## config.mk

```make
export PLATFORM = sky130hd
export DESIGN_NAME = fifo_drain_ctrl
export DESIGN_NICKNAME = d
export VERILOG_FILES = /design/src/rtl/fifo_drain_ctrl.sv
export SDC_FILE = /design/constraint.sdc
export NUM_CORES = 1
export LEC_CHECK = 0
export CAP_MARGIN = 5
export CORE_ASPECT_RATIO = 0.9
export CORE_UTILIZATION = 48
export DETAILED_ROUTE_END_ITERATION = 8
export GPL_TIMING_DRIVEN = 0
export PLACE_DENSITY_LB_ADDON = 0.08
export SYNTH_ARGS = -nofsm -noshare
export SYNTH_HDL_FRONTEND = slang
export SYNTH_SLANG_ARGS = --single-unit
```

## constraint.sdc

```tcl
create_clock -name i_clk -period 2.2 [get_ports i_clk]
set_input_delay 0.33 -clock i_clk [delete_from_list [all_inputs] [get_ports i_clk]]
set_output_delay 0.33 -clock i_clk [all_outputs]
set_load 0.005 [all_outputs]
```

## src/rtl/fifo_drain_ctrl.sv

```systemverilog
// Read-domain sequencer: pops one FIFO word at a time and hands it to a
// busy-handshake consumer, with enable gating, pop counting and a sticky timeout.
module fifo_drain_ctrl #(
  parameter int D_SIZE  = 8,
  parameter int CNT_W   = 8,
  parameter int TMO_CYC = 255
) (
  input  logic              i_clk,
  input  logic              i_rstn,
  input  logic              i_en,
  input  logic              i_fifo_empty,
  input  logic [D_SIZE-1:0] i_fifo_rdata,
  output logic              o_fifo_rinc,
  input  logic              i_tx_busy,
  output logic [D_SIZE-1:0] o_tx_data,
  output logic              o_tx_valid,
  output logic              o_active,
  output logic [CNT_W-1:0]  o_pop_cnt,
  output logic              o_timeout
);

  localparam int TMO_W = (TMO_CYC > 2) ? $clog2(TMO_CYC) : 1;

  typedef enum logic [1:0] {IDLE, WAIT_BUSY, WAIT_DONE} state_t;

  state_t             state_q, state_d;
  logic [TMO_W-1:0]   tmo_cnt_q, tmo_cnt_d;
  logic               pop, tmo_hit;
  logic               tx_valid_d, timeout_d;
  logic [D_SIZE-1:0]  tx_data_d;
  logic [CNT_W-1:0]   pop_cnt_d;

  assign pop     = (state_q == IDLE) && i_en && !i_fifo_empty && !i_tx_busy;
  assign tmo_hit = (state_q == WAIT_BUSY) && !i_tx_busy &&
                   (tmo_cnt_q == TMO_W'(TMO_CYC - 1));

  always_ff @(posedge i_clk or negedge i_rstn) begin
    if (!i_rstn) state_q <= IDLE;
    else         state_q <= state_d;
  end

  always_comb begin
    state_d = state_q;
    unique case (state_q)
      IDLE:      if (pop) state_d = WAIT_BUSY;
      WAIT_BUSY: if (i_tx_busy) state_d = WAIT_DONE;
                 else if (tmo_hit) state_d = IDLE;
      WAIT_DONE: if (!i_tx_busy) state_d = IDLE;
      default:   state_d = IDLE;
    endcase
  end

  // Next values of the registered outputs; the timeout clear on !i_en wins
  // over a timeout firing on the same edge.
  always_comb begin
    tx_valid_d = o_tx_valid;
    tx_data_d  = o_tx_data;
    pop_cnt_d  = o_pop_cnt;
    tmo_cnt_d  = tmo_cnt_q;
    timeout_d  = o_timeout;
    if (pop) begin
      tx_data_d  = i_fifo_rdata;
      tx_valid_d = 1'b1;
      pop_cnt_d  = o_pop_cnt + CNT_W'(1);
      tmo_cnt_d  = '0;
    end
    if (state_q == WAIT_BUSY) begin
      if (i_tx_busy || tmo_hit) tx_valid_d = 1'b0;
      else                      tmo_cnt_d  = tmo_cnt_q + TMO_W'(1);
    end
    if (tmo_hit) timeout_d = 1'b1;
    if (!i_en)   timeout_d = 1'b0;
  end

  always_ff @(posedge i_clk or negedge i_rstn) begin
    if (!i_rstn) begin
      o_fifo_rinc <= 1'b0;
      o_tx_valid  <= 1'b0;
      o_tx_data   <= '0;
      o_active    <= 1'b0;
      o_pop_cnt   <= '0;
      o_timeout   <= 1'b0;
      tmo_cnt_q   <= '0;
    end else begin
      o_fifo_rinc <= pop;
      o_tx_valid  <= tx_valid_d;
      o_tx_data   <= tx_data_d;
      o_active    <= (state_d != IDLE);
      o_pop_cnt   <= pop_cnt_d;
      o_timeout   <= timeout_d;
      tmo_cnt_q   <= tmo_cnt_d;
    end
  end

endmodule

```

==> flow_metrics.py <==
metrics = {
    "final_layout": {
        "n_antenna_cell": 0,
        "drive_above_1_share": 0.0970,
        "final_cell_area_um2": 1730,
        "fin_cells": 193,
        "nets": 180,
        "area_growth_syn_to_layout_pct": 31.1,
    },
    "die": {
        "die_h_um": 51.8,
        "die-area_um2": 2960,
        "coreArea_um2": 2530,
        "die_w_um": 57.3,
        "row_count": 17,
        "initial_core_util": 0.522,
        "ios": 33,
    },
    "yosys": {
        "synth.avg_cell_area_um2": 10.6,
        "synth_seq_cells": 30,
        "yosysWarnings": 0,
        "yosysTopAreaCellShare": 0.569,
        "syn_area_um2": 1320,
        "yosysUniqueCellTypes": 32,
        "syn-instance-count": 125,
        "synth.area.top_cells": "dfrtp_1 57%, nand2_1 11%, xnor2_1 3.3%, mux2i_1 3.0%, ha_1 2.8%",
        "synth_seq_area_share": 0.569,
        "yosys.area.top_type": "dfrtp_1",
        "syn-num-nets": 141,
    },
    "route": {
        "routedWlPerCell_um": 12.8,
        "ant_nets": 0,
        "drtIter0Drc": 25,
        "avgViaCountPerCell": 5.35,
        "drc": 2,
        "drt_first_pass_iters": 6,
        "num_vias": 1032,
        "wl_um": 2470,
    },
    "cts": {
        "cts_hold_buf": 0,
        "htree_num_levels": 2,
        "cts-resized-gates": 0,
        "cts_sinks": 30,
        "root_buffer": "clkbuf_4",
        "clk-insertion-delay-late_ns": 0.32,
        "cts_inserted_buffers": 5,
        "clk_pin_slew_ns": 0.09,
        "clock_path_buffers": 2,
        "cts_tree": "yes",
        "cts_setup_buffers": 0,
    },
    "grt": {
        "grt_pass1_vias": 915,
        "grt_max_degree": 31,
        "grt_pass1_wl_um": 4170,
        "antenna_found_initial": 0,
        "overflow": 0,
        "grtUsageTotal": 0.196,
    },
    "sta": {
        "setup_viol": 0,
        "tns_ns": 0,
        "slew_viol_final": 0,
        "min_period_ns": 1.72,
        "clock_skew_ns": 0.00306,
        "rsz0062_at_grt": "false",
        "maxSlewHeadroom": 0.571,
        "worst_pin_slew_ns": 0.643,
        "fmax_ghz": 0.582,
        "finalCritPeriodShare": 0.781,
        "whs_ns": 0.0174,
        "hold_viol_final": 0,
    },
    "place": {
        "place_inst": 185,
        "place_hpwl_um": 1790,
        "port_buffers": 32,
        "place_area_um2": 1680,
        "gp_congestion": 0.882,
    },
    "setup_path": {
        "cp-start-kind": "input pin",
        "worstSetupPathType": "in -> reg",
        "worstPathMaxFanout": 10,
        "cp_data_arrival_time_ns": 1.94,
        "end_kind": "register",
        "crit_required_ns": 2.42,
    },
    "run": {
        "drv_cap": 0,
    },
    "power": {
        "leakage_uw": 0.000810,
        "p_per_area_nw_per_um2": 856,
        "ir_drop_mv": 0.531,
    },
    "hold_path": {
        "hold_path_class": "in -> async",
    },
    "outcome": {
        "status": "finished, violations left",
        "violations": "DRC",
    },
}
[power by group]
part	leakage (µW)	total, µW	internal [µW]	switching (µW)
Sequential	0.000395	768	658	110
Clock	0.0000353	339	155	184
Combinational	0.000381	374	235	139
[logic make-up after synthesis]
kind of cell	Yosys count	synth area share
adders and majority gates	3	0.0284
DFF	30	0.569
AOI/OAI and AO/OA	9	0.0446
and+or+nand+nor	64	0.239
buffers and inverters	6	0.0237
xor gates and xnor gates	9	0.0654
muxes	4	0.0303
[final cells by class]
| cell class | count | area, µm² |
|---|---|---|
| plain buffers | 3 | 20.0 |
| clock buffers | 7 | 55.1 |
| clock inverters | 1 | 5.00 |
| fillers | 194 | 801 |
| inverters | 3 | 11.3 |
| multi-input cells | 89 | 538 |
| flip-flops and latches | 30 | 751 |
| well taps | 28 | 35.0 |
| repair buffers | 32 | 315 |
[worst paths after layout]
check	end	start	slack (ns)	cells after the start
max in group asynchronous	tmo_cnt_q[5]	i_rstn	1.76	1
max	o_tx_data[6]	i_tx_busy	0.48	6
min reg2reg	o_tx_data[4]	o_tx_data[4]	0.48	2
min	o_pop_cnt[5]	i_rstn	0.02	1
max reg2reg	o_tx_data[6]	state_q[0]	0.54	5
min in group i_clk	o_tx_data[4]	o_tx_data[4]	0.48	2
[cells in the final DEF, fill, tap and decap left out, drive strengths merged, types with 3 or more instances in the layout]
cell and count:
nand2 37, nand4 5, xnor2 6, nand3 7, clkdlybuf4s50 31, xor2 3, o21ai 4, nor2 3
ha 3, dfrtp 30, buf 3, clkbuf 8, mux2i 4, inv 3
[sequential cells by signal, indices dropped and copies added, names as in the netlist]
register	cells
o_tx_data	8
state_q	2
tmo_cnt_q	8
o_timeout	1
o_pop_cnt	8
o_tx_valid	1
o_fifo_rinc	1
o_active	1
[per-layer routing]
metal,wire length [µm],vias to the layer above,track usage
met1,1190,492,0.264
met3,127,8,0.0672
met5,0,-,0
met2,1090,29,0.269
li1,-,503,-
met4,61,0,0.122
[cells in the mapped netlist]
cell and n:
nand4_1 5, or4_4 1, o21a_1 1, clkbuf_1 1, xor2_1 3, o32a_1 1
and2_1 1, or3_4 1, nor3_2 1, nand3_1 7, buf_2 1, a21oi_1 1
and3_1 1, nor2b_1 1, xnor2_1 5, nand2_1 37, inv_2 1, and4_1 2
xnor2_2 1, nor3b_2 1, nor3_1 1, o211ai_1 1, dfrtp_1 30, nor2_1 3
mux2i_1 4, o2111ai_1 1, ha_1 3, inv_1 2, buf_6 1, nand2b_1 1
or3_1 1, o21ai_0 4
[worst max-delay path: stages]
cell	delay (ns)
clkdlybuf4s50_1	0.45
or4_4	0.58
buf_6	0.16
clkbuf_1	0.23
nand2_1	0.12
nand2_1	0.06
[through the flow]
step / setup slack [ns] / utilization / power [µW]
after floorplan: 0.625 / - / 907
after global placement: 0.138 / 0.662 / 1140
after detailed placement: 0.152 / 0.662 / 1160
after CTS: 0.502 / 0.686 / 1500
after global routing: 0.369 / 0.684 / 1580
final: 0.482 / 0.684 / 1480
(Power assumes the default switching activity.)
